File: config.mk
export PLATFORM = sky130hd
export DESIGN_NAME = nested_expr_evaluator
export DESIGN_NICKNAME = d
export VERILOG_FILES = /design/src/rtl/nested_expr_evaluator.sv
export SDC_FILE = /design/constraint.sdc
export NUM_CORES = 1
export LEC_CHECK = 0
export ABC_AREA = 1
export CAP_MARGIN = 5
export CORE_ASPECT_RATIO = 1.4
export CORE_MARGIN = 8
export CORE_UTILIZATION = 50
export DETAILED_ROUTE_END_ITERATION = 6
export DONT_BUFFER_PORTS = 1
export PLACE_DENSITY = 0.73
export SLEW_MARGIN = 20
export SYNTH_ARGS = -nofsm -noshare
export SYNTH_HDL_FRONTEND = slang
export SYNTH_SLANG_ARGS = --single-unit
export TNS_END_PERCENT = 10
File: constraint.sdc
create_clock -name clk -period 5.5 [get_ports clk]
set_input_delay 0.825 -clock clk [delete_from_list [all_inputs] [get_ports clk]]
set_output_delay 0.825 -clock clk [all_outputs]
set_load 0.005 [all_outputs]
File: src/rtl/nested_expr_evaluator.sv
// Token-stream evaluator for fully parenthesized expressions with strict left-to-right evaluation.
// Open parentheses save the enclosing level's {acc, pend_op, have_acc} on a small stack.
module nested_expr_evaluator #(
  parameter int WIDTH = 8,
  parameter int DEPTH = 4
) (
  input  logic                         clk,
  input  logic                         rst,
  input  logic                         tok_valid,
  output logic                         tok_ready,
  input  logic [2:0]                   tok_kind,
  input  logic [WIDTH-1:0]             tok_data,
  output logic                         res_valid,
  input  logic                         res_ready,
  output logic [WIDTH-1:0]             res_data,
  output logic [2:0]                   res_err,
  output logic [$clog2(DEPTH+1)-1:0]   depth
);

  localparam int DW = $clog2(DEPTH + 1);
  localparam int AW = (DEPTH > 1) ? $clog2(DEPTH) : 1;

  localparam logic [2:0] K_NUM = 3'd0;
  localparam logic [2:0] K_OP  = 3'd1;
  localparam logic [2:0] K_LP  = 3'd2;
  localparam logic [2:0] K_RP  = 3'd3;
  localparam logic [2:0] K_END = 3'd4;

  typedef enum logic [1:0] {EXP_OPND, EXP_OPTR, DONE, DRAIN} state_t;

  state_t            state_q, state_d;
  logic [DW-1:0]     depth_q, depth_d;
  logic [WIDTH-1:0]  acc_q, acc_d;
  logic [2:0]        pend_op_q, pend_op_d;
  logic              have_acc_q, have_acc_d;
  logic [WIDTH-1:0]  res_data_q, res_data_d;
  logic [2:0]        res_err_q, res_err_d;
  logic [WIDTH-1:0]  stk_acc_q [DEPTH];
  logic [WIDTH-1:0]  stk_acc_d [DEPTH];
  logic [2:0]        stk_op_q [DEPTH];
  logic [2:0]        stk_op_d [DEPTH];
  logic              stk_have_q [DEPTH];
  logic              stk_have_d [DEPTH];

  logic              tok_fire;
  logic [AW-1:0]     push_idx, pop_idx;

  function automatic logic [WIDTH-1:0] alu(input logic [2:0] op,
                                           input logic [WIDTH-1:0] a,
                                           input logic [WIDTH-1:0] b);
    case (op)
      3'd0:    return a + b;
      3'd1:    return a - b;
      3'd2:    return a * b;
      3'd3:    return a & b;
      3'd4:    return a | b;
      3'd5:    return a ^ b;
      3'd6:    return a << b[2:0];
      default: return a >> b[2:0];
    endcase
  endfunction

  assign tok_ready = (state_q != DONE);
  assign res_valid = (state_q == DONE);
  assign res_data  = res_data_q;
  assign res_err   = res_err_q;
  assign depth     = depth_q;
  assign tok_fire  = tok_valid && tok_ready;
  assign push_idx  = AW'(depth_q);
  assign pop_idx   = AW'(depth_q - DW'(1));

  always_comb begin
    state_d    = state_q;
    depth_d    = depth_q;
    acc_d      = acc_q;
    pend_op_d  = pend_op_q;
    have_acc_d = have_acc_q;
    res_data_d = res_data_q;
    res_err_d  = res_err_q;
    stk_acc_d  = stk_acc_q;
    stk_op_d   = stk_op_q;
    stk_have_d = stk_have_q;

    case (state_q)
      EXP_OPND: if (tok_fire) begin
        case (tok_kind)
          K_NUM: begin
            acc_d      = have_acc_q ? alu(pend_op_q, acc_q, tok_data) : tok_data;
            have_acc_d = 1'b1;
            state_d    = EXP_OPTR;
          end
          K_LP: begin
            if (depth_q == DW'(DEPTH)) begin
              res_err_d = 3'd2;
              state_d   = DRAIN;
            end else begin
              stk_acc_d[push_idx]  = acc_q;
              stk_op_d[push_idx]   = pend_op_q;
              stk_have_d[push_idx] = have_acc_q;
              have_acc_d           = 1'b0;
              depth_d              = depth_q + DW'(1);
            end
          end
          // An END here has already closed the stream, so there is nothing left to drain.
          K_END: begin
            res_err_d  = 3'd1;
            res_data_d = '0;
            state_d    = DONE;
          end
          default: begin
            res_err_d = 3'd1;
            state_d   = DRAIN;
          end
        endcase
      end
      EXP_OPTR: if (tok_fire) begin
        case (tok_kind)
          K_OP: begin
            if (tok_data[3]) begin
              res_err_d = 3'd5;
              state_d   = DRAIN;
            end else begin
              pend_op_d = tok_data[2:0];
              state_d   = EXP_OPND;
            end
          end
          K_RP: begin
            if (depth_q == '0) begin
              res_err_d = 3'd3;
              state_d   = DRAIN;
            end else begin
              acc_d      = stk_have_q[pop_idx] ?
                           alu(stk_op_q[pop_idx], stk_acc_q[pop_idx], acc_q) : acc_q;
              pend_op_d  = stk_op_q[pop_idx];
              have_acc_d = 1'b1;
              depth_d    = depth_q - DW'(1);
            end
          end
          K_END: begin
            res_err_d  = (depth_q != '0) ? 3'd4 : 3'd0;
            res_data_d = (depth_q != '0) ? '0 : acc_q;
            state_d    = DONE;
          end
          default: begin
            res_err_d = 3'd1;
            state_d   = DRAIN;
          end
        endcase
      end
      DRAIN: if (tok_fire && tok_kind == K_END) begin
        res_data_d = '0;
        state_d    = DONE;
      end
      default: if (res_ready) begin
        state_d    = EXP_OPND;
        depth_d    = '0;
        acc_d      = '0;
        pend_op_d  = '0;
        have_acc_d = 1'b0;
        res_data_d = '0;
        res_err_d  = '0;
      end
    endcase
  end

  always_ff @(posedge clk) begin
    if (rst) begin
      state_q    <= EXP_OPND;
      depth_q    <= '0;
      acc_q      <= '0;
      pend_op_q  <= '0;
      have_acc_q <= 1'b0;
      res_data_q <= '0;
      res_err_q  <= '0;
    end else begin
      state_q    <= state_d;
      depth_q    <= depth_d;
      acc_q      <= acc_d;
      pend_op_q  <= pend_op_d;
      have_acc_q <= have_acc_d;
      res_data_q <= res_data_d;
      res_err_q  <= res_err_d;
    end
    stk_acc_q  <= stk_acc_d;
    stk_op_q   <= stk_op_d;
    stk_have_q <= stk_have_d;
  end

endmodule
**Yosys cells after proc, flatten, opt, wreduce, memory -nomap -nowiden**

Index checks and enable logic that the tools add are counted.

- Bits in latches: 0
- ROM bits: 0
- Word-level logic and storage cells: 183
- Output and inout port bits: 16
- Memories: 0
- Register bits: 76
- Input bits: 15
- RAM bits: 0

- Div/mod/pow operators: 0
- Magnitude comparators: 3
- Bitwise gates (word level): 11
- Eq/ne operators: 41
- $add $sub $neg: 6
- Mux-type cells: 76
- Shift-type cells: 4
- Reductions and logical operators: 21
- $mul: 2

Operators by type and width:

| operator | count |
|---|---|
| two-way mux 8 bit | 17 |
| one-hot mux 8 bit (7 select lines) | 2 |
| two-way mux 3 bit | 19 |
| one-hot mux 8 bit (3 select lines) | 2 |
| bitwise mux 32 bit | 1 |
| AND reduction 8 bit | 4 |
| one-hot mux 3 bit (3 select lines) | 3 |
| == test 3 bit, second input constant | 8 |
| != test 2 bit, second input constant | 10 |
| == test 3 x 2 -> 1 bit, second input constant | 6 |
| != test 3 bit, second input constant | 6 |
| one-hot mux 2 bit (3 select lines) | 3 |
| one-hot mux 3 bit (2 select lines) | 3 |
| AND reduction 6 bit | 3 |
| adder 8 bit | 2 |
| bitwise AND 8 bit | 2 |
| binary-select mux 8 bit (select 2 bit) | 1 |
| demux 8 bit (select 2 bit) | 1 |
| multiplier 8 x 8 -> 8 bit | 2 |
| OR 8 bit | 2 |
| << shifter 8 x 3 -> 8 bit | 2 |
| right shift 8 x 3 -> 8 bit | 2 |
| subtractor 8 bit | 2 |
| bitwise XOR 8 bit | 2 |
| other kinds (29) | 59 |

**Longest topological paths before layout**

Gate-level depths: netlist of run 1.

- Depth in word-level cells: 12
- Mapped depth: 37
- Mapped depth without buffers: 34

**Least setup slack after synthesis of run 1**

OpenSTA, ideal clock, no wires.

- Path type: register to register
- Start: register depth_q[0], in the netlist depth[0]
- End: register acc_q[7]
- Path buffers: 3
- Path slack: 445 ps
- Cell stages (with the launch flop): 37
- Period minus slack after synthesis: 5055 ps
- Arrival: 4946 ps
- Cells stage by stage: dfxtp_1 buf_6 inv_8 buf_6 ha_1 inv_2 buf_6 nand3_2 nand2_2 inv_1 nand2_1 fa_1 inv_1 fa_1 inv_1 fa_1 fa_1 inv_1 ha_1 a21oi_1 nand2_1 nand2_1 nand2_1 nand2_1 nand2_1 nand2_1 nand2_1 nand2_1 nand2_1 nand2_1 nand2_1 nand2_1 nand2_1 nand2_1 nand3_1 nand2_1 inv_1

- Longest elaborated chain between the ends: 12
- Elaborated cells on any way between the ends: 36

RTL lines:

| item | line | source |
|---|---|---|
| from (decl) | 32 | `logic [DW-1:0] depth_q, depth_d;` |
| from (signal assigned) | 177 | `depth_q <= depth_d;` |
| subtractor 3 x 1 -> 3 bit | - |  |
| NOT 2 -> 3 bit (implied by the code) | 132, 133 |  |
| binary-select mux 8 bit (select 2 bit) or binary-select mux 3 bit (select 2 bit) (tied branches) | 133 | `alu(stk_op_q[pop_idx], stk_acc_q[pop_idx], acc_q) : acc_q;` |
| two-way mux 8 bit (implied by the code) or two-way mux 3 bit (tied branches) (2 in series) | 133 |  |
| multiplier 8 x 8 -> 8 bit (tied with other cells) | 54 | `3'd2: return a * b;` |
| one-hot mux 8 bit (7 select lines) | 51 | `case (op)` |
| two-way mux 8 bit | 132 | `acc_d = stk_have_q[pop_idx] ?` |
| two-way mux 8 bit | 128 | `if (depth_q == '0) begin` |
| two-way mux 8 bit | 117 | `case (tok_kind)` |
| two-way mux 8 bit | 116 | `EXP_OPTR: if (tok_fire) begin` |
| one-hot mux 8 bit (3 select lines) | 84 | `case (state_q)` |
| to (signal assigned) | 170 | `acc_q <= '0;` |
| to (signal assigned) | 178 | `acc_q <= acc_d;` |
| to (decl) | 33 | `logic [WIDTH-1:0] acc_q, acc_d;` |

Parallel ways exist; a longest one is shown, timed or not. The select of a mux whose other input is x is not followed.
A chain may end at the register's enable or synchronous reset.

**Final worst setup path of run 1**

- Start: register depth_q[1], in the netlist depth[1]
- End: register acc_q[7]

The elaborated chain is that of the path after synthesis.

==> metrics.md, run 1 <==
| Metric | Value |
|---|---|
| Cell Area, Synth | 0.008477 mm^2 |
| Clk sinks | 76 |
| Area fraction in and, or, nand and nor cells after synthesis | 0.2807 |
| Top cells by count, synth | nand2_1 (280), inv_1 (181), ha_1 (93) |
| Clk_skew | 0.01167 ns |
| DRC | 0 |
| Vias in the first global route | around 8,000 |
| Total number of H-tree levels | 3 |
| F_max | approximately 200 MHz |
| Leakage | 4.364 nW |
| VDD IR max | between 0.15 and 0.2 mV |
| # setup viols final | 0 |
| Fin crit share | 0.9361 |
| Adder-cell share of the synthesized area | 0.1987 |
| Post-CTS setup buffers | 0 |
| Die Height | roughly 170 um |
| Max cap viols | 0 |
| Met2 usage | 0.4469 |
| Startpoint Class | flip-flop |
| Core Region | around 0.017 mm^2 |
| Nets@finish | ~1,300 |
| Reg2reg start | depth[1]$_SDFFE_PP0P_ |
| Complex-gate fraction of the synthesized area | 0.1438 |
| Area growth from synthesis to layout | 6.022% |
| Post_cts resized | 0 |
| Post-synth top flop | edfxtp_1 |
| Status | complete, no violations |
| Synth Instances | approximately 1,200 |
| CTS tree | yes |
| Hold crit path type | reg -> reg |
| Met3 Track Usage GR | 0.04009 |
| PD cells | approximately 440 mW/mm^2 |
| Vias per inst | roughly 5.8 |
| Yosys top cell area share | 0.1700 |
| Sequential-to-total area share from yosys stat | 0.2362 |
| Clk root buf | clkbuf_16 |
| Final Cell Area | ~0.0090 mm^2 |
| Avg Inst Size Synth | 7.147 um^2 |
| Overall global routing resource usage | 0.2519 |
| Unrepaired setup endpoints after global routing | false |
| Max clock buf depth | 2 |
| Area after DPL | approximately 0.0087 mm^2 |
| Count of final hold-check violations | 0 |
| Post-route ant nets | 0 |
| Via count | between 7,000 and 8,000 |
| Post-layout util | 0.5389 |
| Crit Path Class | reg -> reg |
| Largest family of logic cells by synthesized area | simple AND/OR/NAND/NOR gates |
| CTS Hold Bufs | 0 |
| DRT Wirelength | roughly 27,000 um |
| Total power | between 3 and 4 mW |
| Post-Syn Nets | between 1,000 and 1,500 |
| Row count | 56 |
| Layout cells sized above 1 | 0.08263 |
| Mux cell area share after synthesis | 0 |
| DRT iter0 DRCs | roughly 630 |
| Critical Path Sink Type | flip-flop |
| Grt total ovfl | 0 |
| Detailed Place HPWL | roughly 21,000 um |
| WL/cell | ~19 um |
| Synth cell types | 60 |
| Area leader, netlist | edfxtp_1 |
| Critical Path Source | depth[1]$_SDFFE_PP0P_ |
| Inst Count DP | about 1,400 |
| Slowest-stage cell, CP | fa_1 |
| Starting Density | 0.5083 |
| I/O Pins | 31 |
| Largest net degree at the start of global routing | 28 |
| Critical path peak fanout | 13 |
| Max_slew headroom | 0.2947 |
| XOR/XNOR Fraction of Synth Area | 0.02583 |
| Filler instances | ~1,700 |
| Hold_sp | res_data[4]$_SDFFE_PP0P_ |
| Setup TNS | 0 ns |
| Tmin final | ~5.1 ns |
| RD Place Congestion | about 0.97 |
| Slowest stage delay, CP | about 0.54 ns |
| I/O Buffers | 0 |
| Clock slew at reported path FFs | around 0.060 ns |
| M1 GR Usage | 0.2785 |
| Most frequent cell on the critical path | nand2_1 |
| CTS Buf Count | 9 |
| Detailed Routing Iterations Pass 1 | 7 |
| Worst EP arrival | 5.38 ns |
| Slew Viols, Final | 0 |
| Synth async-reset ratio | 0 |
| Most frequent cell after synthesis | nand2_1 |
| Synth area leaders | edfxtp_1 (17%), ha_1 (14%), nand2_1 (12%), inv_1 (8.0%), dfxtp_1 (6.6%) |
| Critical Path RT | approximately 5.7 ns |
| Worst-skew pair later-pin latency | about 0.34 ns |
| First-pass GRT wire length | 42,330 um |
| GR peak layer | met2 |
| Chip Width | between 100 and 150 um |
| Ys Warns | 0 |
| Post-synthesis register bit count | 76 |
| Worst slew pin tran | 1.054 ns |
| DIE AREA | 0.02144 mm^2 |
| Initial antenna violation count | 0 |
| ANT cells | 0 |
| Number of synthesized flops with an enable pin | 48 |
| Non-filler cells in the finished layout | ~1,400 |
==> cell type report <==
class,instances,area [um^2],share of cell area
clock buffer,14,265.3,0.02951
clock inverter,2,10.01,0.001114
inverter,197,757.0,0.08423
multi-input combinational,873,5513,0.6134
sequential,76,2004,0.2230
tap,203,254.0,0.02826
timing repair buffer,24,183.9,0.02046
==> cells by family (layout without fill, tap and decap cells) <==
kind of cell / Yosys count / in the layout
adders and majority gates: 119 / 119
DFF: 76 / 76
xor gates and xnor gates: 25 / 25
buffers and inverters: 237 / 237
AOI/OAI and AO/OA: 206 / 206
and+or+nand+nor: 523 / 523
==> worst max-delay path: cells and delay by family (launching register included) <==
kind / cells / cell delay, ns
AOI/OAI and AO/OA: 1 / 0.17
DFF: 1 / 0.36
and+or+nand+nor: 19 / 1.33
adders and majority gates: 6 / 2.51
buffers and inverters: 7 / 0.64
==> path summary, 6_finish.rpt <==
path / slack (ns) / depth (start not counted) / endpoint
hold / removal: 0.48 / 2 / res_data[4]$_SDFFE_PP0P_
hold reg to reg: 0.48 / 2 / res_data[4]$_SDFFE_PP0P_
setup / recovery: 0.35 / 33 / acc_q[7]$_SDFFE_PP0P_
setup reg to reg: 0.35 / 33 / acc_q[7]$_SDFFE_PP0P_
==> report_power, final <==
part	switching [mW]	internal (mW)	total [mW]	leakage [nW]
Combinational	1.76	0.883	2.64	3.55
Clock	0.217	0.332	0.549	0.136
Sequential	0.0775	0.666	0.744	0.680
Total	2.05	1.88	3.93	4.36
==> per-stage QoR <==
stage / hold WS, ns / setup slack, ns
6_report: 0.4789 / 0.3513
5_1_grt: 0.5078 / 0.002472
4_1_cts: 0.4836 / 0.2950
3_5_place_dp: 0.4752 / 0.3211
3_3_place_gp: 0.4736 / 0.4685
2_1_floorplan: 0.4548 / 0.4454
==> flip-flops by register name, summed over array words and instances (netlist names), 3 cells and up <==
register / flops
acc_q: 8
depth: 3
pend_op_q: 3
res_data: 8
res_err: 3
stk_acc_q: 32
stk_have_q: 4
stk_op_q: 12
==> metal layers <==
metal / up-vias / part of all wire
met5: - / 0
met4: 0 / 0.061
met3: 99 / 0.064
met2: 318 / 0.50
met1: 3700 / 0.38
li1: 3879 / -
==> cell usage in the layout (no fill, tap or decap), drive strengths merged, types with 7 or more instances in the layout <==
master / n
nand2: 299
inv: 191
ha: 93
nor2: 93
nand3: 90
a21oi: 71
o21ai: 71
edfxtp: 48
dfxtp: 28
fa: 26
buf: 24
xor2: 19
o211ai: 16
nor3: 14
clkbuf: 14
nand3b: 13
a211oi: 8
o2111ai: 8
clkinv: 8
a31oi: 7
(Power assumes the default switching activity.)
==> inputs of run 2 (changes only) <==
--- a/config.mk
+++ b/config.mk
@@ -19,2 +19 @@
 export SYNTH_SLANG_ARGS = --single-unit
-export TNS_END_PERCENT = 10
--- a/constraint.sdc
+++ b/constraint.sdc
@@ -3,2 +3,2 @@
 set_output_delay 0.825 -clock clk [all_outputs]
-set_load 0.005 [all_outputs]
+set_load 0.02 [all_outputs]
==> metrics.md, run 2 (same netlist as run 1, synthesis figures left out) <==
| Metric | Value |
|---|---|
| Most common cell after layout, fill and taps aside | nand2_1 (unchanged) |
| DRT Wirelength | 26,010 um (was 26,560 um) |
| Kind of cell adding the most delay to the critical path | adder cells (unchanged) |
| Starting Density | 0.5083 (unchanged) |
| RD Place Congestion | 0.9973 (was 0.9674) |
| Total number of H-tree levels | 3 (unchanged) |
| Vias in the first global route | 7,755 (was 8,024) |
| Filler instances | 1,648 (was 1,679) |
| CTS Buf Count | 9 (unchanged) |
| DRT iter0 DRCs | 702 (was 627) |
| PD cells | 440.3 mW/mm^2 (was 437.4 mW/mm^2) |
| Row count | 56 (unchanged) |
| Max cap viols | 0 (unchanged) |
| Crit Path Class | reg -> reg (unchanged) |
| Most frequent cell on the critical path | nand2_1 (unchanged) |
| Nets@finish | 1,314 (was 1,315) |
| Net Switching | 2.042 mW (was 2.051 mW) |
| I/O Buffers | 0 (unchanged) |
| Slew Viols, Final | 0 (unchanged) |
| Sw Share | 0.5155 (was 0.5216) |
| Chip Width | 126.0 um (unchanged) |
| WP buf/inv | 7 (unchanged) |
| DRC | 0 (unchanged) |
| # setup viols final | 0 (unchanged) |
| Grt total ovfl | 0 (unchanged) |
| Flop pwr share | 0.190 (was 0.189) |
| Post-route ant nets | 0 (unchanged) |
| Post-CTS setup buffers | 0 (unchanged) |
| Hold crit path type | reg -> reg (unchanged) |
| Vias per inst | 5.756 (was 5.757) |
| Clock slew at reported path FFs | 0.06 ns (about the same) |
| Slowest-stage cell, CP | fa_1 (unchanged) |
| Clk_skew | 0.008434 ns (was 0.01167 ns) |
| Internal Pwr Total | 1.919 mW (was 1.881 mW) |
| WL/cell | 18.74 um (was 19.12 um) |
| Clock power share | 0.150 (was 0.140) |
| CTS tree | yes (unchanged) |
| F_max | 195.3 MHz (was 194.2 MHz) |
| I/O Pins | 31 (unchanged) |
| Critical Path RT | 5.74 ns (was 5.73 ns) |
| Area growth from synthesis to layout | 6.140% (was 6.022%) |
| Via count | 7,990 (was 7,996) |
| Count of final hold-check violations | 0 (unchanged) |
| Tmin final | 5.120 ns (was 5.149 ns) |
| Fin crit share | 0.9309 (was 0.9361) |
| Layout cells sized above 1 | 0.08186 (was 0.08263) |
| Multi-input gate area | 0.005512 mm^2 (was 0.005513 mm^2) |
| Biggest regs | stk_acc_q (32), stk_op_q (12) (unchanged) |
| Worst EP arrival | 5.36 ns (was 5.38 ns) |
| Detailed Routing Iterations Pass 1 | 5 (was 7) |
| FF/Latch Area | 0.002003 mm^2 (was 0.002004 mm^2) |
| DIE AREA | 0.02144 mm^2 (unchanged) |
| First-pass GRT wire length | 41,190 um (was 42,330 um) |
| Post-layout util | 0.5395 (was 0.5389) |
| Die Height | 170.1 um (unchanged) |
| Clk root buf | clkbuf_16 (unchanged) |
| Initial antenna violation count | 0 (unchanged) |
| ANT cells | 0 (unchanged) |
| Worst-skew pair later-pin latency | 0.34 ns (about the same) |
| Slowest stage delay, CP | 0.54 ns (about the same) |
| Max reg flops | 32 (unchanged) |
| Critical path peak fanout | 7 (was 13) |
| Status | complete, no violations (unchanged) |
| Most flops, register | stk_acc_q (unchanged) |
| Comb pwr share | 0.660 (was 0.671) |
| Startpoint Class | flip-flop (unchanged) |
| Total power | 3.961 mW (was 3.931 mW) |
| Worst slew pin tran | 0.7878 ns (was 1.054 ns) |
| Core Region | 0.01668 mm^2 (unchanged) |
| Largest net degree at the start of global routing | 28 (unchanged) |
| Max_slew headroom | 0.4728 (was 0.2947) |
| Leakage | 4.369 nW (was 4.364 nW) |
| Setup TNS | 0 ns (unchanged) |
| Critical Path Sink Type | flip-flop (unchanged) |
| Detailed Place HPWL | 20,080 um (was 20,680 um) |
| Most frequent cells in the layout | nand2_1 (280), inv_1 (181), ha_1 (93), nor2_1 (82), nand3_1 (79) (was nand2_1 (280), inv_1 (181), ha_1 (93), nor2_1 (83), nand3_1 (79)) |
| Overall global routing resource usage | 0.2442 (was 0.2519) |
| Clk sinks | 76 (unchanged) |
| Max clock buf depth | 2 (unchanged) |
| VDD IR max | 0.1714 mV (was 0.1727 mV) |
| Unrepaired setup endpoints after global routing | false (unchanged) |
## run 2: cell types whose count changed in the layout (fill, tap and decap cells not counted)
cell       change
clkbuf_1       -1
dfxtp_1        +1
clkbuf_8       +2
dfxtp_2        -1
a21oi_2        -1
bufinv_16      +1
clkbuf_16      -1
nor2_1         -1
clkinv_2       -1
a21oi_1        +1
nor2_2         +1
buf_6          -1
## run 2: worst register-to-register path: cells and delay by family, from the launching register on
kind / cells / cell delay, ns
buffers and inverters: 7 / 0.61
AOI/OAI and AO/OA: 1 / 0.19
and+or+nand+nor: 19 / 1.35
adders and majority gates: 6 / 2.50
DFF: 1 / 0.38
## run 2: stage by stage
step	worst slack [ns]	hold slack, ns	cells	cell area (um^2)
after detailed placement	0.3320	0.5028	1372	8685
after CTS	0.3152	0.5360	1388	8984
after floorplan	0.3211	0.4548	1186	8477
after global placement	0.4967	0.4995	1372	8685
final	0.3803	0.5309	1388	8997
after global routing	0.01146	0.5491	1388	8997
## run 2: layer usage
metal	routed length [um]	global-route usage
met1	9803	0.2695
met2	13110	0.4364
met3	1572	0.03163
met4	1529	0.1554
met5	0	0
## run 2: power groups by stage
stage	sequential (mW)	clock (mW)	combinational [mW]
after floorplan	0.731	0	1.92
after global placement	0.761	0	2.54
after detailed placement	0.762	0	2.57
after CTS	0.751	0.598	2.58
after global routing	0.757	0.615	2.93
final	0.752	0.594	2.61
## run 2: cell type report
class                      count  share of cell area
multi-input combinational    873              0.6126
sequential                    76              0.2226
inverter                     197             0.08413
clock buffer                  14             0.02934
tap                          203             0.02823
timing repair buffer          23             0.01919
clock inverter                 2            0.003894
## run 2: worst paths after layout
check                                from  cells after the start                 endpoint  slack [ns]
hold / removal    state_q[1]$_SDFFE_PP0P_                      2  state_q[1]$_SDFFE_PP0P_        0.53
hold reg to reg   state_q[1]$_SDFFE_PP0P_                      2  state_q[1]$_SDFFE_PP0P_        0.53
setup / recovery    depth[0]$_SDFFE_PP0P_                     33    acc_q[7]$_SDFFE_PP0P_        0.38
setup reg to reg    depth[0]$_SDFFE_PP0P_                     33    acc_q[7]$_SDFFE_PP0P_        0.38
## run 2: repair_timing
action / CTS / global route
hold buffers: 0 / 0
setup endpoints to repair: 0 / 1
gates resized for setup: 0 / 2
==> inputs of run 3 (changes only) <==
Settings changed: CTS_BUF_LIST set to sky130_fd_sc_hd__clkbuf_4 sky130_fd_sc_hd__clkbuf_8, PLACE_DENSITY 0.73 to 0.76.
Clock period 5.5 ns to 4.3 ns, I/O delays scaled along.
==> metrics.md, run 3 (same netlist as run 1, synthesis figures left out) <==
| Metric | Value |
|---|---|
| Status | finished, violations left (was complete, no violations) |
| Failing checks | negative setup slack |
| Biggest regs | stk_acc_q (32), stk_op_q (12) (unchanged) |
| F_max | 224.5 MHz (was 195.3 MHz) |
| Most flops, register | stk_acc_q (unchanged) |
| Total number of H-tree levels | 3 (unchanged) |
| Grt total ovfl | 0 (unchanged) |
| Crit Path Class | reg -> reg (unchanged) |
| Tmin final | 4.454 ns (was 5.120 ns) |
| Vias in the first global route | 8,189 (was 7,755) |
| WL/cell | 18.67 um (was 18.74 um) |
| Core Region | 0.01668 mm^2 (unchanged) |
| First-pass GRT wire length | 42,390 um (was 41,190 um) |
| Most common cell after layout, fill and taps aside | nand2_1 (unchanged) |
| Unrepaired setup endpoints after global routing | true (was false) |
| Detailed Place HPWL | 21,350 um (was 20,080 um) |
| Clk sinks | 76 (unchanged) |
| CTS tree | yes (unchanged) |
| PD cells | 562.5 mW/mm^2 (was 440.3 mW/mm^2) |
| I/O Buffers | 0 (unchanged) |
| Kind of cell adding the most delay to the critical path | adder cells (unchanged) |
| Final setup margin | -0.1542 ns (was 0.3803 ns) |
| Area growth from synthesis to layout | 11.65% (was 6.140%) |
| Final Cell Area | 0.009464 mm^2 (was 0.008997 mm^2) |
| R2r worst-path depth | 31 (was 33) |
| I/O Pins | 31 (unchanged) |
| Largest net degree at the start of global routing | 25 (was 28) |
| Multi-input gate area | 0.005628 mm^2 (was 0.005512 mm^2) |
| Max clock buf depth | 2 (unchanged) |
| Number of cells on the worst hold path | 1 (was 2) |
| Worst-skew pair later-pin latency | 0.36 ns (was 0.34 ns) |
| DRT iter0 DRCs | 589 (was 702) |
| Die Height | 170.1 um (unchanged) |
| Most frequent cells in the layout | nand2_1 (276), inv_1 (173), ha_1 (88), nor2_1 (85), nand3_1 (77) (was nand2_1 (280), inv_1 (181), ha_1 (93), nor2_1 (82), nand3_1 (79)) |
| CTS Buf Count | 9 (unchanged) |
| Filler instances | 1,581 (was 1,648) |
| VDD IR max | 0.3123 mV (was 0.1714 mV) |
| Setup TNS | -0.2609 ns (was 0 ns) |
| Count of final hold-check violations | 0 (unchanged) |
| Inst Count DP | 1,421 (was 1,372) |
| Critical Path RT | 4.56 ns (was 5.74 ns) |
| FF/Latch Area | 0.002007 mm^2 (was 0.002003 mm^2) |
| Via count | 8,237 (was 7,990) |
| Slew Viols, Final | 0 (unchanged) |
| Chip Width | 126.0 um (unchanged) |
| Area after DPL | 0.009159 mm^2 (was 0.008685 mm^2) |
| Most frequent cell on the critical path | nand2_1 (unchanged) |
| Post-route ant nets | 0 (unchanged) |
| Clock slew at reported path FFs | 0.10 ns (was 0.06 ns) |
| Clk_skew | 0.01442 ns (was 0.008434 ns) |
| Nets@finish | 1,365 (was 1,314) |
| Vias per inst | 5.724 (was 5.756) |
| Row count | 56 (unchanged) |
| Max reg flops | 32 (unchanged) |
| Fin crit share | 1.036 (was 0.9309) |
| Max cap viols | 0 (unchanged) |
| Slowest-stage cell, CP | fa_1 (unchanged) |
| Non-filler cells in the finished layout | 1,439 (was 1,388) |
| WP buf/inv | 6 (was 7) |
| Leakage | 4.601 nW (was 4.369 nW) |
| Layout cells sized above 1 | 0.1408 (was 0.08186) |
| Flop2flop setup slack | -0.15 ns (was 0.38 ns) |
| Startpoint Class | flip-flop (unchanged) |
| Hold crit path type | in -> reg (was reg -> reg) |
| Worst EP arrival | 4.71 ns (was 5.36 ns) |
| Overall global routing resource usage | 0.2529 (was 0.2442) |
| DRC | 0 (unchanged) |
| DIE AREA | 0.02144 mm^2 (unchanged) |
| Detailed Routing Iterations Pass 1 | 5 (unchanged) |
| Max_slew headroom | 0.4510 (was 0.4728) |
| Starting Density | 0.5083 (unchanged) |
| Hold_sp | rst (was state_q[1]$_SDFFE_PP0P_) |
| DRT Wirelength | 26,870 um (was 26,010 um) |
| Critical path peak fanout | 6 (was 7) |
| Clk root buf | clkbuf_8 (was clkbuf_16) |
| RD Place Congestion | 0.9967 (was 0.9973) |
| # setup viols final | 2 (was 0) |
| ANT cells | 0 (unchanged) |
| Reg2reg start | depth[1]$_SDFFE_PP0P_ (was depth[0]$_SDFFE_PP0P_) |
| Slowest stage delay, CP | 0.53 ns (was 0.54 ns) |
| Worst slew pin tran | 0.8218 ns (was 0.7878 ns) |
| Reg-to-reg endpoint | acc_q[7]$_SDFFE_PP0P_ (unchanged) |
| Critical Path Sink Type | flip-flop (unchanged) |
| Hold Path End | res_data[7]$_SDFFE_PP0P_ (was state_q[1]$_SDFFE_PP0P_) |
| Initial antenna violation count | 0 (unchanged) |
## run 3: changes by cell type in the layout (fill, tap and decap cells not counted), moves of 5 or more
cell,before,now
buf_4,23,73
inv_2,7,13
ha_1,93,88
inv_1,181,173
clkbuf_16,9,0
clkbuf_8,2,9
ha_4,0,5
## run 3: worst reg2reg max path, delay by kind of cell (launching register included)
family | cells | cell delay, ns
simple gates | 18 | 1.19
buf+inv | 6 | 0.36
flops | 1 | 0.35
fa+ha+maj | 7 | 2.41
## run 3: worst max path at each step
stage / startpoint / to / slack [ns] / depth (start not counted)
finish: depth[1]$_SDFFE_PP0P_ / acc_q[7]$_SDFFE_PP0P_ / -0.15 / 31
global route: depth[1]$_SDFFE_PP0P_ / acc_q[7]$_SDFFE_PP0P_ / -0.44 / 32
CTS: depth[1]$_SDFFE_PP0P_ / acc_q[7]$_SDFFE_PP0P_ / -0.18 / 33
detailed placement: depth[1]$_SDFFE_PP0P_ / acc_q[7]$_SDFFE_PP0P_ / -0.18 / 34
global placement: depth[1]$_SDFFE_PP0P_ / acc_q[7]$_SDFFE_PP0P_ / -0.12 / 33
floorplan: depth[0]$_SDFFE_PP0P_ / acc_q[7]$_SDFFE_PP0P_ / -0.35 / 37
## run 3: metrics by stage
stage | hold slack [ns] | utilization | total power [mW] | setup slack (ns)
after floorplan | 0.4548 | - | 3.476 | -0.3458
after global placement | 0.5076 | 0.5492 | 4.530 | -0.1240
after detailed placement | 0.5415 | 0.5492 | 4.588 | -0.1782
after CTS | 0.3259 | 0.5652 | 5.272 | -0.1842
after global routing | 0.3202 | 0.5675 | 5.788 | -0.4416
final | 0.3411 | 0.5675 | 5.324 | -0.1542
## run 3: cell type report
type                       count  share of cell area
tap                          203             0.02684
multi-input combinational    873              0.5947
timing repair buffer          74             0.06002
clock buffer                   9             0.01309
sequential                    76              0.2121
inverter                     197             0.08104
clock inverter                 7             0.01230
## run 3: per-layer routing
layer | part of all wire | vias up | track usage
li1 | - | 3973 | -
met1 | 0.37 | 3794 | 0.2633
met2 | 0.50 | 349 | 0.4633
met3 | 0.061 | 121 | 0.03320
met4 | 0.072 | 0 | 0.1780
met5 | 0 | - | 0
## run 3: timing repair
item                       in CTS  in global routing
pin swaps                      12                  3
hold buffers                    0                  0
setup endpoints to repair       3                  3
gates resized for setup         4                  9
setup buffers                   1                  1
## run 3: where the power goes
part | internal [mW] | switching [mW] | total, mW | leakage, nW
clock | 0.344 | 0.307 | 0.651 | 0.121
combinational | 1.37 | 2.36 | 3.73 | 3.80
sequential | 0.851 | 0.0936 | 0.944 | 0.680
==> RTL change 1: new RTL, config.mk and constraints of run 2 <==
The 4 states of `state_t` get a one-hot encoding in 4 bits.
--- a/src/rtl/nested_expr_evaluator.sv
+++ b/src/rtl/nested_expr_evaluator.sv
@@ -28,3 +28,3 @@
 
-  typedef enum logic [1:0] {EXP_OPND, EXP_OPTR, DONE, DRAIN} state_t;
+  typedef enum logic [3:0] {EXP_OPND = 4'b0001, EXP_OPTR = 4'b0010, DONE = 4'b0100, DRAIN = 4'b1000} state_t;
 
Function: same outputs for any inputs over 4 cycles, from zero or initial values and one cycle with rst high; so few cycles prove little.
==> RTL change 1 against run 2 <==
Final cell count up 1.9%; worst hold slack worse by 0.030 ns; sequential share of layout area up 0.43 points; maximum frequency up 1.0%; worst setup slack better by 0.052 ns; routed wire length up 2.1%; die area about the same; area after synthesis about the same; design area unchanged; sequential cell count up 2; non-clock buffer count down 3; largest cell class unchanged.
Power is not shown: default switching activity piles up to over one toggle a cycle in this logic, so the estimate is an artifact.
==> RTL change 1: results (changes against run 2) <==
[run_status]
status=completed  ; unchanged

[cts]
root_buffer=clkbuf_16  ; unchanged
clk_pin_slew_worst_paths_ns=0.07
ctsResizeCount=0  ; unchanged
post_cts_buffers=0  ; unchanged
clk_latency_ns=0.35
h-tree-depth=3  ; unchanged
clockBufferDepth=2  ; unchanged

[global_route]
track_usage_pct=24.7  ; was 24.4%
grt_pass1_vias=8144  ; was 7755
use_met3_pct=3.63  ; was 3.16%
grt_pass1_wl_um=41600  ; was 41200 um
met2_usage_pct=44.3  ; was 43.6%
grt_max_degree=30  ; was 28
met1_usage_pct=25.2  ; was 26.9%

[sta]
timing.final.ws_setup_ns=0.433  ; was 0.380 ns
slew_headroom_pct=39.9  ; was 47.3%
timing.hold.ws_ns=0.501  ; was 0.531 ns
skew_ns=0.00696  ; was 0.00843 ns

[placement]
dpl_cell_area_sq_um=8670  ; was 8680 sq um
io_buffer_count=0  ; unchanged
hpwlAfterDp_um=20300  ; was 20100 um
dp_slack_ns=0.278  ; was 0.332 ns
gp_congestion=1.04  ; was 0.997

[logic_synthesis]
synthTopCellsByCount=290 x nand2_1, 197 x inv_1, 93 x nand3_1, 90 x nor2_1, 88 x ha_1  ; was 280 x nand2_1, 181 x inv_1, 93 x ha_1, 86 x nor2_1, 79 x nand3_1
synth_area_leaders=edfxtp_1 17%, ha_1 13%, nand2_1 13%  ; was edfxtp_1 17%, ha_1 14%, nand2_1 12%
synth_cell_type_count=59  ; was 60
avgSynthCellArea_sq_um=6.98  ; was 7.15 sq um
synth_edf_count=48  ; unchanged
synthesis.nets=1342  ; was 1320
synth-seq-area-share_pct=24.1  ; was 23.6%

[drt]
drtPass1Iterations=7  ; was 5
m1WireLength_um=9460  ; was 9800 um
vias_per_cell=5.85  ; was 5.76
routed-wl-met2_um=13200  ; was 13100 um
dr.first_iter.drc_count=674  ; was 702
met3_length_um=1830  ; was 1570 um
wl_um=26500  ; was 26000 um

[worst_setup_path]
regToRegStartpoint=depth[1]$_SDFFE_PP0P_  ; was depth[0]$_SDFFE_PP0P_
reg2regPathDepth=32  ; was 33
slowest_delay_ns=0.53
worst-path-max-fanout=12  ; was 7
worstReg2RegEnd=acc_q[7]$_SDFFE_PP0P_  ; unchanged
critical_path.top_delay_family=adder cells  ; unchanged
critPathArrivalTime_ns=5.32  ; was 5.36 ns

[cells_and_area]
final_layout_size_suffix_gt1_share_pct=7.84  ; was 8.19%
finalNonFillerCells=1414  ; was 1388

[hold_path]
min_to=state_q[1]$_SDFFE_PP0P_  ; unchanged
hold_path.startpoint=state_q[1]$_SDFFE_PP0P_  ; unchanged

[RTL change 1: cell types whose count changed after synthesis, moves of 5 or more]
| cell | before | now |
|---|---|---|
| inv_1 | 181 | 197 |
| a211oi_1 | 8 | 13 |
| nand3_1 | 79 | 93 |
| nand2_1 | 280 | 290 |
| o21ai_1 | 4 | 9 |
| nand3b_1 | 13 | 5 |
| nand4_1 | 6 | 11 |
| ha_1 | 93 | 88 |
[RTL change 1: kinds of logic after synthesis]
| family | Yosys count | share of synthesized area (%) |
|---|---|---|
| AND/OR/NAND/NOR | 540 | 28.1 |
| adder cells (fa/ha/maj) | 114 | 19.1 |
| flip-flops | 78 | 24.1 |
| buffers and inverters | 253 | 11.9 |
| XOR/XNOR | 21 | 2.17 |
| AO/OA/AOI/OAI | 207 | 14.5 |
[RTL change 1: layout make-up]
class,instances,area (sq um)
fill,1683,7680
multi-input combinational,882,5440
sequential,78,2040
inverter,215,810
tap,203,254
clock buffer,9,225
timing repair buffer,20,150
clock inverter,7,80.1
==> RTL change 2: new RTL, config.mk and constraints of run 2 <==
Made on the original files. Set the parameter `DEPTH` to 2 (it was 4).
--- a/src/rtl/nested_expr_evaluator.sv
+++ b/src/rtl/nested_expr_evaluator.sv
@@ -4,3 +4,3 @@
   parameter int WIDTH = 8,
-  parameter int DEPTH = 4
+  parameter int DEPTH = 2
 ) (
Interface: changed (resized depth); port bits go from 31 to 30. No check against the original RTL was run, so the function may have changed too.
==> RTL change 2 against run 2 <==
Area after synthesis is 14% lower; highest routed layer unchanged; routed wire length decreased by 11%; largest power group unchanged; core utilization shrank 0.66 points; critical path depth fell by 6; non-clock buffer count fell by 3; design area down 15%; power shrank 11%; sequential cell count is 25 lower; worst setup slack gained 0.24 ns; final cell count decreased by 9.0%; count of clock-buffer cells in the layout fell by 9.
==> RTL change 2: results (changes against run 2) <==
[placement]
hpwlAfterDp_um=18600  ; was 20100 um
dp_slack_ns=0.697  ; was 0.332 ns
dpl_cell_area_sq_um=7510  ; was 8680 sq um

[logic_synthesis]
synthTopCellsByCount=248 x nand2_1, 189 x inv_1, 89 x ha_1, 73 x nand3_1, 69 x nor2_1  ; was 280 x nand2_1, 181 x inv_1, 93 x ha_1, 86 x nor2_1, 79 x nand3_1
synth_cell_type_count=58  ; was 60
synthesis.nets=1213  ; was 1320
synth_edf_count=24  ; was 48
synth_area_leaders=ha_1 15%, nand2_1 13%, edfxtp_1 9.9%  ; was edfxtp_1 17%, ha_1 14%, nand2_1 12%

[worst_setup_path]
worst-path-max-fanout=16  ; was 7
critPathArrivalTime_ns=5.07  ; was 5.36 ns
cp_slowest_cell=dfxtp_1  ; was fa_1
rrSetupSlack_ns=0.62  ; was 0.38 ns
reg2regPathDepth=27  ; was 33

[global_route]
grt_pass1_wl_um=36300  ; was 41200 um
met1_usage_pct=25.7  ; was 26.9%
grt_pass1_vias=6828  ; was 7755
track_usage_pct=24.2  ; was 24.4%
grt_max_degree=26  ; was 28
met2_usage_pct=44.2  ; was 43.6%

[run_status]
status=completed  ; unchanged

[drt]
wl_per_cell_um=18.3  ; was 18.7 um
dr.first_iter.drc_count=438  ; was 702
vias_per_cell=5.63  ; was 5.76

[hold_path]
min_to=stk_op_q[4]$_DFFE_PP_  ; was state_q[1]$_SDFFE_PP0P_
hold_path.startpoint=pend_op_q[1]$_SDFFE_PP0P_  ; was state_q[1]$_SDFFE_PP0P_

[cts]
clk_latency_ns=0.30  ; was 0.34 ns
h-tree-depth=2  ; was 3

[sta]
slew_headroom_pct=38.1  ; was 47.3%
min_period_over_period_pct=88.8  ; was 93.1%
timing.hold.ws_ns=0.538  ; was 0.531 ns
skew_ns=0.00618  ; was 0.00843 ns

[cells_and_area]
fill_cells=1451  ; was 1648
finalNonFillerCells=1263  ; was 1388
largest_reg_flops=16  ; was 32

[pwr]
leakage_nw=3.85  ; was 4.37 nW
switching_share_pct=56.9  ; was 51.5%

RTL change 2: cell count changes after synthesis, sizes merged, moves of 4 or more:
cell and change:
a221oi +5, o21ai +7, nand2 -39, buf +4, edfxtp -24, ha -4
nand4 -4, o22ai +5, nor2 -20, nand3 -16, inv +4, a21oi -7
clkbuf -7
RTL change 2: metal layers:
layer  share of wire [%]  wire length [um]
met4                 6.6              1520
met5                   0                 0
met3                 4.9              1120
met1                  38              8690
met2                  51             11800
RTL change 2: final cells by class:
class / instances / area (sq um) / share of cell area [%]
Clock buffer: 5 / 125 / 1.63
Clock inverter: 3 / 28.8 / 0.376
Multi-Input combinational cell: 797 / 5110 / 66.7
Timing Repair Buffer: 20 / 150 / 1.96
Tap cell: 189 / 236 / 3.09
Sequential cell: 51 / 1260 / 16.5
Inverter: 198 / 751 / 9.80
RTL change 2: cells by family after synthesis:
kind of cell,count (synthesis),synth area share (%)
AOI/OAI and AO/OA,211,17.8
xor gates and xnor gates,20,2.60
adders and majority gates,115,22.4
buffers and inverters,235,12.8
DFF,51,17.3
muxes,1,0.137
and+or+nand+nor,450,27.1
RTL change 2: power groups by stage:
| stage | Sequential [W] | Clock [W] | Combinational (W) |
|---|---|---|---|
| 5_1_grt | 0.000572 | 0.000337 | 0.00294 |
| 4_1_cts | 0.000563 | 0.000324 | 0.00261 |
| 6_report | 0.000564 | 0.000323 | 0.00263 |
| 2_1_floorplan | 0.000536 | 0 | 0.00193 |
| 3_5_place_dp | 0.000571 | 0 | 0.00259 |
| 3_3_place_gp | 0.000569 | 0 | 0.00258 |
